`config.mk`:
```
export PLATFORM = sky130hd
export DESIGN_NAME = line_stream_framer_flat
export DESIGN_NICKNAME = d
export VERILOG_FILES = /design/src/rtl/line_stream_framer_pkg.sv /design/src/rtl/line_stream_framer_if.sv /design/src/rtl/line_stream_framer_edge_det.sv /design/src/rtl/line_stream_framer.sv /design/src/flat_wrapper.sv
export SDC_FILE = /design/constraint.sdc
export NUM_CORES = 1
export LEC_CHECK = 0
export ABC_AREA = 1
export CAP_MARGIN = 25
export CELL_PAD_IN_SITES_DETAIL_PLACEMENT = 1
export CELL_PAD_IN_SITES_GLOBAL_PLACEMENT = 2
export CORE_ASPECT_RATIO = 0.9
export CORE_MARGIN = 3
export CORE_UTILIZATION = 34
export CTS_CLUSTER_SIZE = 8
export DETAILED_ROUTE_END_ITERATION = 7
export PLACE_DENSITY_LB_ADDON = 0.1
export SLEW_MARGIN = 20
export SYNTH_ARGS = -nofsm -noshare
export SYNTH_HDL_FRONTEND = slang
export SYNTH_SLANG_ARGS = --single-unit
```
`constraint.sdc`:
```
create_clock -name clk -period 5.4 [get_ports clk]
set_clock_uncertainty 0.05 [all_clocks]
set_input_delay 0.54 -clock clk [delete_from_list [all_inputs] [get_ports clk]]
set_output_delay 0.54 -clock clk [all_outputs]
set_load 0.02 [all_outputs]
```
`src/rtl/line_stream_framer_pkg.sv`:
```
// Shared types for the framed pixel stream: FSM states, counter width and
// the stream beat consumed by the line buffer / window chain.
package stream_pkg;

    localparam int CNT_W = 11;
    localparam int PIX_W = 8;

    typedef enum logic [1:0] {
        WAIT_FRAME,
        WAIT_LINE,
        ACTIVE,
        LINE_DONE
    } state_t;

    typedef struct packed {
        logic [PIX_W-1:0] data;
        logic             dv;
        logic             line_end;
        logic             frame_start;
    } stream_beat_t;

    function automatic logic [CNT_W-1:0] sat_inc(input logic [CNT_W-1:0] v,
                                                  input logic [CNT_W-1:0] max);
        return (v >= max) ? max : v + 1'b1;
    endfunction

endpackage

```
`src/rtl/line_stream_framer_if.sv`:
```
// Raw DE/VSYNC video in, framed pixel stream plus sticky error flags out.
interface line_stream_framer_if
    import stream_pkg::*;
#(
    parameter int COLORDEPTH = 8
) ();

    logic [COLORDEPTH-1:0] data_i;
    logic                  de_i;
    logic                  vs_i;
    logic                  err_clr_i;
    logic [COLORDEPTH-1:0] data_o;
    logic                  dv_o;
    logic                  line_end_o;
    logic                  frame_start_o;
    logic [CNT_W-1:0]      x_o;
    logic [CNT_W-1:0]      y_o;
    logic                  len_err_o;
    logic                  frame_err_o;

    modport master (
        output data_i, de_i, vs_i, err_clr_i,
        input  data_o, dv_o, line_end_o, frame_start_o, x_o, y_o, len_err_o, frame_err_o
    );

    modport slave (
        input  data_i, de_i, vs_i, err_clr_i,
        output data_o, dv_o, line_end_o, frame_start_o, x_o, y_o, len_err_o, frame_err_o
    );

endinterface

```
`src/rtl/line_stream_framer_edge_det.sv`:
```
// Rising/falling edge detector against a one-cycle registered copy of the input.
module edge_det (
    input  logic clk,
    input  logic rst,
    input  logic sig,
    output logic rise,
    output logic fall
);

    logic sig_reg;

    always_ff @(posedge clk or posedge rst) begin
        if (rst) begin
            sig_reg <= 1'b0;
        end else begin
            sig_reg <= sig;
        end
    end

    assign rise = sig & ~sig_reg;
    assign fall = ~sig & sig_reg;

endmodule

```
`src/rtl/line_stream_framer.sv`:
```
// Frames raw DE/VSYNC video into dv/line_end/frame_start beats with x/y
// coordinates, clipping lines at SCREENWIDTH and flagging bad lines/frames.
module line_stream_framer
    import stream_pkg::*;
#(
    parameter int COLORDEPTH   = 8,
    parameter int SCREENWIDTH  = 1600,
    parameter int SCREENHEIGHT = 900,
    parameter int LINE_END     = 2048
) (
    input logic                 clk,
    input logic                 rst,
    line_stream_framer_if.slave bus
);

    localparam logic [CNT_W-1:0] CNT_MAX = CNT_W'(LINE_END - 1);
    localparam logic [CNT_W-1:0] W_CNT   = CNT_W'(SCREENWIDTH);
    localparam logic [CNT_W-1:0] H_CNT   = CNT_W'(SCREENHEIGHT);

    logic vs_rise, vs_fall_unused;
    logic de_rise, de_fall;

    edge_det u_vs_edge (.clk(clk), .rst(rst), .sig(bus.vs_i), .rise(vs_rise), .fall(vs_fall_unused));
    edge_det u_de_edge (.clk(clk), .rst(rst), .sig(bus.de_i), .rise(de_rise), .fall(de_fall));

    state_t                state_reg;
    logic [CNT_W-1:0]      x_cnt_reg;
    logic [CNT_W-1:0]      y_cnt_reg;
    logic                  armed_reg;
    logic [COLORDEPTH-1:0] data_reg;
    logic                  dv_reg;
    logic                  line_end_reg;
    logic                  frame_start_reg;
    logic [CNT_W-1:0]      x_reg;
    logic [CNT_W-1:0]      y_reg;
    logic                  len_err_reg;
    logic                  frame_err_reg;

    always_ff @(posedge clk or posedge rst) begin
        if (rst) begin
            state_reg       <= WAIT_FRAME;
            x_cnt_reg       <= '0;
            y_cnt_reg       <= '0;
            armed_reg       <= 1'b0;
            data_reg        <= '0;
            dv_reg          <= 1'b0;
            line_end_reg    <= 1'b0;
            frame_start_reg <= 1'b0;
            x_reg           <= '0;
            y_reg           <= '0;
            len_err_reg     <= 1'b0;
            frame_err_reg   <= 1'b0;
        end else begin
            dv_reg          <= 1'b0;
            line_end_reg    <= 1'b0;
            frame_start_reg <= 1'b0;
            // Later set assignments in this block override the clear.
            if (bus.err_clr_i) begin
                len_err_reg   <= 1'b0;
                frame_err_reg <= 1'b0;
            end
            case (state_reg)
                WAIT_FRAME: begin
                    if (vs_rise) begin
                        state_reg <= WAIT_LINE;
                        y_cnt_reg <= '0;
                        armed_reg <= 1'b1;
                    end
                end
                WAIT_LINE, LINE_DONE: begin
                    if (vs_rise) begin
                        if (y_cnt_reg != H_CNT && y_cnt_reg != '0) begin
                            frame_err_reg <= 1'b1;
                        end
                        y_cnt_reg <= '0;
                        armed_reg <= 1'b1;
                        state_reg <= WAIT_LINE;
                    end else if (de_rise) begin
                        // A burst already high at a VSYNC rise is skipped until de_i falls.
                        state_reg       <= ACTIVE;
                        data_reg        <= bus.data_i;
                        dv_reg          <= 1'b1;
                        x_reg           <= '0;
                        y_reg           <= y_cnt_reg;
                        frame_start_reg <= armed_reg;
                        armed_reg       <= 1'b0;
                        x_cnt_reg       <= CNT_W'(1);
                    end else begin
                        state_reg <= WAIT_LINE;
                    end
                end
                ACTIVE: begin
                    if (vs_rise || de_fall) begin
                        state_reg    <= LINE_DONE;
                        line_end_reg <= 1'b1;
                        if (x_cnt_reg != W_CNT) begin
                            len_err_reg <= 1'b1;
                        end
                        if (vs_rise) begin
                            frame_err_reg <= 1'b1;
                            y_cnt_reg     <= '0;
                            armed_reg     <= 1'b1;
                        end else begin
                            y_cnt_reg <= sat_inc(y_cnt_reg, CNT_MAX);
                        end
                    end else begin
                        if (x_cnt_reg < W_CNT) begin
                            data_reg        <= bus.data_i;
                            dv_reg          <= 1'b1;
                            x_reg           <= x_cnt_reg;
                            y_reg           <= y_cnt_reg;
                            frame_start_reg <= armed_reg;
                            armed_reg       <= 1'b0;
                        end
                        x_cnt_reg <= sat_inc(x_cnt_reg, CNT_MAX);
                    end
                end
                default: state_reg <= WAIT_FRAME;
            endcase
        end
    end

    assign bus.data_o        = data_reg;
    assign bus.dv_o          = dv_reg;
    assign bus.line_end_o    = line_end_reg;
    assign bus.frame_start_o = frame_start_reg;
    assign bus.x_o           = x_reg;
    assign bus.y_o           = y_reg;
    assign bus.len_err_o     = len_err_reg;
    assign bus.frame_err_o   = frame_err_reg;

endmodule

```
`src/flat_wrapper.sv`:
```
// flat-port wrapper written by rule: the top's interface ports become plain ports
module line_stream_framer_flat import stream_pkg::*;
#(
    parameter int COLORDEPTH   = 8,
    parameter int SCREENWIDTH  = 1600,
    parameter int SCREENHEIGHT = 900,
    parameter int LINE_END     = 2048
)
  (clk, rst, bus_data_i, bus_de_i, bus_vs_i, bus_err_clr_i, bus_data_o, bus_dv_o, bus_line_end_o, bus_frame_start_o, bus_x_o, bus_y_o, bus_len_err_o, bus_frame_err_o);
  line_stream_framer_if #(.COLORDEPTH(COLORDEPTH)) bus_i ();
  input logic clk;
  input logic rst;
  input wire logic [$bits(bus_i.data_i)-1:0] bus_data_i;
  input wire logic [$bits(bus_i.de_i)-1:0] bus_de_i;
  input wire logic [$bits(bus_i.vs_i)-1:0] bus_vs_i;
  input wire logic [$bits(bus_i.err_clr_i)-1:0] bus_err_clr_i;
  output wire logic [$bits(bus_i.data_o)-1:0] bus_data_o;
  output wire logic [$bits(bus_i.dv_o)-1:0] bus_dv_o;
  output wire logic [$bits(bus_i.line_end_o)-1:0] bus_line_end_o;
  output wire logic [$bits(bus_i.frame_start_o)-1:0] bus_frame_start_o;
  output wire logic [$bits(bus_i.x_o)-1:0] bus_x_o;
  output wire logic [$bits(bus_i.y_o)-1:0] bus_y_o;
  output wire logic [$bits(bus_i.len_err_o)-1:0] bus_len_err_o;
  output wire logic [$bits(bus_i.frame_err_o)-1:0] bus_frame_err_o;
  assign bus_i.data_i = bus_data_i;
  assign bus_i.de_i = bus_de_i;
  assign bus_i.vs_i = bus_vs_i;
  assign bus_i.err_clr_i = bus_err_clr_i;
  assign bus_data_o = bus_i.data_o;
  assign bus_dv_o = bus_i.dv_o;
  assign bus_line_end_o = bus_i.line_end_o;
  assign bus_frame_start_o = bus_i.frame_start_o;
  assign bus_x_o = bus_i.x_o;
  assign bus_y_o = bus_i.y_o;
  assign bus_len_err_o = bus_i.len_err_o;
  assign bus_frame_err_o = bus_i.frame_err_o;
  line_stream_framer #(.COLORDEPTH(COLORDEPTH), .SCREENWIDTH(SCREENWIDTH), .SCREENHEIGHT(SCREENHEIGHT), .LINE_END(LINE_END)) u_core (.clk(clk), .rst(rst), .bus(bus_i));
endmodule
```
* Yosys cells after proc, flatten, opt, wreduce, memory -nomap -nowiden
Index checks and enable logic that the tools add are counted.
** Word-level totals
- Input bits :: 13
- Latch bits :: 0
- Memory bits (read-only) :: 0
- RAM bits :: 0
- Logic and storage cells :: 109
- Register bits :: 62
- Memories :: 0
** Cells by class
- Div/mod/pow operators :: 0
- $add $sub $neg :: 2
- Bitwise logic cells :: 6
- Muxes and demuxes :: 58
- $lt $le $gt $ge :: 3
- Reductions and logical operators :: 12
- Shifts and indexed selects :: 0
- Multiply operators :: 0
- Equal/unequal tests :: 14
** Operator list (count)
- $mux 11 :: 16
- $pmux 11 s2 :: 4
- $mux 8 :: 4
- $mux 1 :: 24
- $add 11x1->11 const B :: 2
- $ge 11x11->1 const B :: 2
- $pmux 8 s2 :: 1
- $lt 11x11->1 const B :: 1
- $ne 11x10->1 const B :: 1
- $ne 11x11->1 const B :: 1
- $reduce_bool 11->1 :: 1
- $ne 2x1->1 const B :: 5
- $mux 2 :: 4
- $ne 3x1->1 const B :: 2
- $pmux 1 s2 :: 3
- $pmux 2 s3 :: 1
- $reduce_and 2->1 :: 3
- $reduce_and 5->1 :: 1
- $eq 2x2->1 const B :: 2
- $ne 2x2->1 const B :: 2
- $reduce_and 4->1 :: 1
- $and 1x1->1 :: 3
- $not 1->1 :: 3
- $pmux 1 s3 :: 1
- 7 further kinds :: 7

* Longest topological paths before layout
Gate-level depths: netlist of run 1.
- Depth after elaboration :: 5
- Depth in mapped cells :: 10
- Gate-level depth less buffers :: 9

* Cells and area by module
Synthesis of run 1 repeated with hierarchy kept, for this count alone.
** Second synthesis, totals
- Cell total of the unflattened synthesis :: 371
- Area, all modules :: 2975.4 um^2
** Modules (own cells, without submodules)
- line_stream_framer :: cells an instance 359, area an instance 2887.8 um^2, instances 1, sequential area each 1501.4 um^2
- edge_det :: cells an instance 6, area an instance 43.8 um^2, instances 2, sequential area each 25.0 um^2

* Worst setup path before layout of run 1
Ideal clock, no wire load.
- Path type :: input -> register
- From :: in bus_vs_i
- To :: reg u_core.x_reg[3] (netlist: u_core.bus.x_o[3])
- Data arrival time :: 1.408 ns
- Slack :: 3.815 ns
- Data required time :: 5.222 ns
- Stages :: 9
- Setup time :: 0.128 ns
- Cell sequence :: nand2_1 -> nand2_1 -> nor2_4 -> nand2_4 -> nand2_4 -> inv_2 -> buf_6 -> nand2_1 -> o21ai_0
** Between the ends
- Longest elaborated chain between the ends :: 4
- Elaborated cells on any way between the ends :: 5
- Classes of those cells :: 2 x eq/ne; 1 x bitwise; 2 x reduce/logical
** RTL lines
- start: declaration :: RTL line flat_wrapper.sv:15 : input wire logic [$bits(bus_i.vs_i)-1:0] bus_vs_i;
- $and 1x1->1 * :: RTL line line_stream_framer_edge_det.sv:20 : assign rise = sig & ~sig_reg;
- $logic_or 1x1->1 :: RTL line line_stream_framer.sv:93 : if (vs_rise || de_fall) begin
- $ne 2x2->1 (no source line)
- $reduce_and 5->1 (no source line) *
- end signal: assignment :: RTL line line_stream_framer.sv:110 : x_reg <= x_cnt_reg;
- end: declaration :: RTL line line_stream_framer.sv:34 : logic [CNT_W-1:0] x_reg;
Mark *: on every way between the ends. The rest lies on a longest branch, timed or not.
A chain may end at the register's enable or synchronous reset.

* Worst setup path in the final report of run 1
- From :: in bus_vs_i
- To :: reg u_core.x_reg[8] (netlist: u_core.bus.x_o[8])
The elaborated chain is that of the path after synthesis.

==> out/metrics.csv, run 1 <==
stage,metric,value,unit
drt,Routed Antenna Nets,0,
drt,Detailed Route WL,8050,um
clocking,Root Buffer,clkbuf_8,
drt,via count,2573,
floorplanning,die area,10000,sq um
flow_run,Max-cap violations,0,
timing,Peak Freq,408,MHz
final_layout,Area Growth Syn to Fin,24.2,%
final_layout,final instance area,3740,sq um
clocking,CTS sink count,62,
final_layout,ANT cells,0,
global_routing,GRT overflow,0,
worst_setup_path,Crit path top cell by count,nand2_1,
timing,setup tns final,0,ns
worst_setup_path,Worst Path Buf+Inv,2,
clocking,total CTS buffers,9,
clocking,clk buf depth,2,
global_routing,number of global-route vias before repair,2716,
clocking,Post-CTS Resized,0,
pwr,Pwr per Cell Area,361,nW/um^2
worst_setup_path,crit path DAT,2.62,ns
timing,slew margin rel.,46.4,%
floorplanning,die span in y,95.3,um
worst_setup_path,critical path's top delay family,simple AND/OR/NAND/NOR gates,
clocking,post-CTS setup buffers,0,
place,dpl hpwl,5700,um
timing,worst slew pin tran,0.804,ns
place,Port Buf Inserts,47,
logic_synthesis,Synth Area per Inst,8.05,sq um
clocking,"Hold-fix buffers, CTS",0,
worst_setup_path,critical path type,primary input to flip-flop,
logic_synthesis,synthesized instance count,374,
final_layout,layout cells sized above 1,7.69,%
worst_setup_path,"slowest stage delay, CP",0.43,ns
logic_synthesis,Synth warnings,0,
pwr,VDD IR max,178,uV
drt,DRT iter0 DRCs,131,
drt,wire per inst,14.8,um
global_routing,first-pass GRT wire length,13800,um
clocking,worst-skew pair later-pin latency,0.34,ns
drt,drt pass-1 iters,4,
timing,Final Max Tran Viols,0,
clocking,CTS H-tree lvls,3,
drt,Via density,4.73,
run_status,run status,finished clean,
drt,drt drc,0,
global_routing,initial antenna violation count,0,
clocking,CTS tree,yes,
worst_setup_path,Worst setup EP type,flip-flop,
worst_setup_path,critical path's slowest cell,clkdlybuf4s50_1,
timing,Final Hold Violating Endpoints,0,
hold_path,HP Class,flip-flop to flip-flop,
logic_synthesis,"Seq/Total Area, Yosys",51.6,%
final_layout,Multi-input gate area,1240,sq um
worst_setup_path,CP required,5.57,ns
place,GPL Wtd Cong,0.830,
logic_synthesis,Seq cells post-synth,62,
timing,setup violators final,0,
floorplanning,Site Rows,31,
place,placed inst area,3540,sq um
clocking,"CTS clk-pin slew, worst paths",0.07,ns
worst_setup_path,cells along the critical path,clkdlybuf4s50_1 -> nand2_1 -> nand2_1 -> nor2_4 -> nand2_4 -> nand2_4 -> inv_2 -> nand2_1 -> o21ai_0,
timing,Tcrit/Tclk final,45.4,%
floorplanning,Initial Utilization,36.1,%
worst_setup_path,Worst Path Max Fanout,36,
pwr,static leakage,1.83,nW
logic_synthesis,Post-Syn Area,3010,sq um
global_routing,largest net degree at the start of global routing,63,
logic_synthesis,post-synth cell types,26,
floorplanning,CORE AREA,8340,sq um
global_routing,gr usage total,17.4,%
floorplanning,IO Pins,48,
worst_setup_path,Worst Setup Start Kind,primary input,
final_layout,register area,1550,sq um
timing,crit path time final,2.45,ns
floorplanning,Die X,105,um
final_layout,fillers,1019,
logic_synthesis,Mapped Nets,391,
timing,RSZ-0062 raised after global routing,no,
final_layout,fin nets,441,
[cells by family after synthesis]
family / synth area share, %
AO/OA/AOI/OAI: 8.27
XOR/XNOR: 2.33
adder cells (fa/ha/maj): 1.66
buffers and inverters: 7.15
flip-flops: 51.6
AND/OR/NAND/NOR: 29.0
[metal layers]
layer | up-vias | GRT usage (%) | share of wire [%]
met2 | 57 | 26.5 | 42
met3 | 10 | 3.86 | 4.1
met1 | 1233 | 24.9 | 53
met5 | - | 0 | 0
met4 | 0 | 4.92 | 1.1
li1 | 1273 | - | -
[final cells by class]
cell class | count | area share (%)
timing repair buffer | 48 | 12.8
clock buffer | 9 | 3.32
sequential | 62 | 41.5
tap | 115 | 3.85
inverter | 33 | 3.32
clock inverter | 7 | 1.94
multi-input combinational | 270 | 33.3
[power by group]
part	switching, W	internal [W]	total (W)
Combinational	0.000228	0.000133	0.000361
Clock	0.000200	0.000214	0.000413
Sequential	0.0000468	0.000529	0.000575
Total	0.000474	0.000875	0.00135
[worst reg2reg max path: stages, from the launching register on]
cell	delay [ns]
dfrtp_1	0.46
nor2_2	0.21
inv_2	0.11
nor2_4	0.30
nand2_4	0.14
nand2_4	0.25
inv_2	0.33
nand2_1	0.15
o21ai_0	0.09
[placed cells by master, fill, tap and decap left out, drive strengths merged]
cell and instances:
nand2 159, dfrtp 62, clkdlybuf4s50 47, o21ai 40
inv 34, nor2 30, nand3 16, clkbuf 9
xor2 7, a21oi 4, ha 4, nand4 3
nor3 3, clkinv 3, nand3b 2, clkinvlp 2
o22ai 1, xnor2 1, bufinv 1, buf 1
[path summary, 6_finish.rpt]
kind                                                   from                               end  slack (ns)  depth (start not counted)
setup / recovery                                   bus_vs_i     u_core.bus.x_o[8]$_DFFE_PP0P_        2.95                          9
hold / removal             u_core.bus.data_o[0]$_DFFE_PP0P_  u_core.bus.data_o[0]$_DFFE_PP0P_        0.42                          2
setup reg to reg            u_core.state_reg[0]$_DFFE_PP0P_     u_core.bus.x_o[8]$_DFFE_PP0P_        3.19                          8
hold reg to reg            u_core.bus.data_o[0]$_DFFE_PP0P_  u_core.bus.data_o[0]$_DFFE_PP0P_        0.42                          2
max in group asynchronous                               rst      u_core.armed_reg$_DFFE_PP0P_        4.06                          3
min in group asynchronous                               rst  u_core.bus.data_o[7]$_DFFE_PP0P_        0.72                          3
[metrics by stage]
stage          hold WS (ns)  worst slack, ns  total power, W  util (%)  cells
3_3_place_gp          0.403             2.65        0.000935      42.4    528
2_1_floorplan         0.410             3.27        0.000807         -    374
6_report              0.423             2.95         0.00135      44.8    544
4_1_cts               0.427             2.94         0.00137      44.8    544
5_1_grt               0.451             2.72         0.00143      44.8    544
3_5_place_dp          0.407             2.56        0.000952      42.4    528
[synthesized netlist by cell type]
master | count | area, sq um
buf_12 | 1 | 20.0
nor2_2 | 2 | 12.5
dfrtp_1 | 62 | 1550
o21ai_0 | 32 | 160
nor2_4 | 1 | 11.3
o21ai_1 | 2 | 10.0
nor3_1 | 2 | 10.0
a21oi_1 | 4 | 20.0
o21ai_2 | 6 | 52.6
nand2_1 | 156 | 586
ha_1 | 4 | 50.1
inv_1 | 31 | 116
o22ai_1 | 1 | 6.26
buf_1 | 1 | 3.75
xor2_1 | 7 | 61.3
xnor2_1 | 1 | 8.76
buf_4 | 3 | 22.5
nand4_1 | 3 | 18.8
nand3_1 | 16 | 80.1
buf_6 | 4 | 45.0
inv_2 | 2 | 7.51
nand2_4 | 2 | 22.5
nor2_1 | 27 | 101
nor3_2 | 1 | 10.0
nand3b_1 | 2 | 15.0
nand2_2 | 1 | 6.26
No activity file was read; power rests on OpenSTA's default activity.
==> run 2: changes to the inputs <==
--- a/config.mk
+++ b/config.mk
@@ -11,7 +11,7 @@
 export CELL_PAD_IN_SITES_GLOBAL_PLACEMENT = 2
 export CORE_ASPECT_RATIO = 0.9
 export CORE_MARGIN = 3
-export CORE_UTILIZATION = 34
+export CORE_UTILIZATION = 31
 export CTS_CLUSTER_SIZE = 8
 export DETAILED_ROUTE_END_ITERATION = 7
 export PLACE_DENSITY_LB_ADDON = 0.1
==> constraint.sdc (replaced) <==
create_clock -name clk -period 2.4 [get_ports clk]
set_clock_uncertainty 0.05 [all_clocks]
set_input_delay 0.24 -clock clk [delete_from_list [all_inputs] [get_ports clk]]
set_output_delay 0.24 -clock clk [all_outputs]
set_load 0.02 [all_outputs]
==> run 2 against run 1 <==
Critical endpoint is now u_core.x_cnt_reg[8]$_DFFE_PP0P_. Largest cell class unchanged. Cell area is 1.4% higher. Count of clock-buffer cells in the layout stayed put. Clock power is 120% higher.
==> out/metrics.csv, run 2 (same netlist as run 1, synthesis figures left out) <==
stage,metric,value,unit
timing,RSZ-0062 raised after global routing,no,
final_layout,final instance area,3790,sq um
hold_path,HP Class,primary input to async pin,
worst_setup_path,Worst Path Max Fanout,6,
clocking,Root Buffer,clkbuf_8,
global_routing,number of global-route vias before repair,2722,
final_layout,Multi-input gate area,1240,sq um
clocking,total CTS buffers,9,
clocking,CTS H-tree lvls,3,
global_routing,GRT overflow,0,
timing,Final Max Tran Viols,0,
worst_setup_path,cells along the critical path,ha_1 -> nand2_1 -> nor2_1 -> nand3_1 -> nand2_1 -> inv_1 -> o21ai_0 -> nand2_1 -> nand2_1,
floorplanning,CORE AREA,9290,sq um
place,GPL Wtd Cong,0.786,
timing,Final Hold Violating Endpoints,0,
clocking,CTS tree,yes,
pwr,Pwr per Cell Area,798,nW/um^2
global_routing,gr usage total,16.2,%
floorplanning,Site Rows,33,
worst_setup_path,Worst Setup Start Kind,flip-flop,
drt,wire per inst,14.5,um
final_layout,fin nets,446,
drt,drt pass-1 iters,4,
global_routing,first-pass GRT wire length,13600,um
worst_setup_path,Worst Path Buf+Inv,1,
final_layout,most frequent cells in the layout,"nand2_1 (156), dfrtp_1 (62), clkdlybuf4s50_1 (47)",
drt,drt drc,0,
clocking,Post-CTS Resized,0,
final_layout,layout cells sized above 1,8.76,%
global_routing,largest net degree at the start of global routing,63,
timing,slew margin rel.,54.3,%
clocking,CTS sink count,62,
floorplanning,Die X,110,um
drt,Routed Antenna Nets,0,
worst_setup_path,critical path type,flip-flop to flip-flop,
drt,Via density,4.56,
flow_run,Max-cap violations,0,
worst_setup_path,crit path DAT,1.99,ns
final_layout,Area Growth Syn to Fin,25.9,%
worst_setup_path,critical path's top delay family,simple AND/OR/NAND/NOR gates,
floorplanning,die span in y,99.5,um
drt,DRT iter0 DRCs,104,
final_layout,register area,1550,sq um
floorplanning,die area,10900,sq um
timing,setup tns final,0,ns
timing,setup violators final,0,
clocking,worst-skew pair later-pin latency,0.34,ns
place,Port Buf Inserts,47,
worst_setup_path,critical path's slowest cell,dfrtp_1,
drt,via count,2535,
place,dpl hpwl,5580,um
final_layout,ANT cells,0,
worst_setup_path,Crit path top cell by count,nand2_1,
worst_setup_path,Worst setup EP type,flip-flop,
place,placed inst area,3600,sq um
clocking,post-CTS setup buffers,0,
floorplanning,Initial Utilization,32.4,%
clocking,"Hold-fix buffers, CTS",0,
pwr,VDD IR max,323,uV
pwr,static leakage,1.86,nW
floorplanning,IO Pins,48,
worst_setup_path,CP required,2.62,ns
timing,crit path time final,1.77,ns
global_routing,initial antenna violation count,0,
clocking,clk buf depth,2,
final_layout,"most common cell after layout, fill and taps aside",nand2_1,
timing,worst slew pin tran,0.685,ns
run_status,run status,finished clean,
timing,Peak Freq,566,MHz
drt,Detailed Route WL,8080,um
worst_setup_path,"slowest stage delay, CP",0.45,ns
final_layout,fillers,1148,
clocking,"CTS clk-pin slew, worst paths",0.07,ns
timing,Tcrit/Tclk final,73.6,%
## run 2: per-layer routing
layer	routed length, um	vias up	track usage (%)
li1	-	1282	-
met5	0	-	0
met3	376	8	4.09
met4	84	0	4.89
met2	3110	59	22.5
met1	4510	1186	24.4
## run 2: tightest hold or removal path: cells and delay by family
family,cells,cell delay (ns)
buffers and inverters,3,0.77
## run 2: worst paths after layout
check,from,to,slack [ns],cells past startpoint
max in group asynchronous,rst,u_core.u_vs_edge.sig_reg$_DFF_PP0_,1.77,3
hold reg to reg,u_core.bus.data_o[3]$_DFFE_PP0P_,u_core.bus.data_o[3]$_DFFE_PP0P_,0.42,2
setup / recovery,u_core.x_cnt_reg[0]$_DFFE_PP0P_,u_core.x_cnt_reg[8]$_DFFE_PP0P_,0.63,9
setup reg to reg,u_core.x_cnt_reg[0]$_DFFE_PP0P_,u_core.x_cnt_reg[8]$_DFFE_PP0P_,0.63,9
min in group clk,bus_de_i,u_core.u_de_edge.sig_reg$_DFF_PP0_,0.35,1
hold / removal,rst,u_core.bus.x_o[0]$_DFFE_PP0P_,0.23,3
## run 2: area by class of cell
class                   count  area share (%)
inverters                  33            3.27
clock buffers               9            3.27
repair buffers             53            13.9
multi-input cells         270            32.8
well taps                 122            4.03
clock inverters             7            1.72
flip-flops and latches     62            41.0
## run 2: per-stage QoR
stage          total power [W]  hold WS (ns)  setup WS, ns  instances  utilization [%]
2_1_floorplan          0.00182         0.221         0.569        374                -
4_1_cts                0.00308         0.257         0.593        556             40.8
5_1_grt                0.00324         0.283         0.384        556             40.8
3_3_place_gp           0.00214         0.403         0.319        540             38.7
3_5_place_dp           0.00215         0.409         0.266        540             38.7
6_report               0.00302         0.235         0.633        556             40.8
## run 2: where the power goes
group,total [W],switching (W),internal (W),leakage (nW)
logic,0.000823,0.000508,0.000315,0.923
registers,0.00129,0.000104,0.00119,0.838
clock network,0.000907,0.000435,0.000472,0.0948
total,0.00302,0.00105,0.00198,1.86
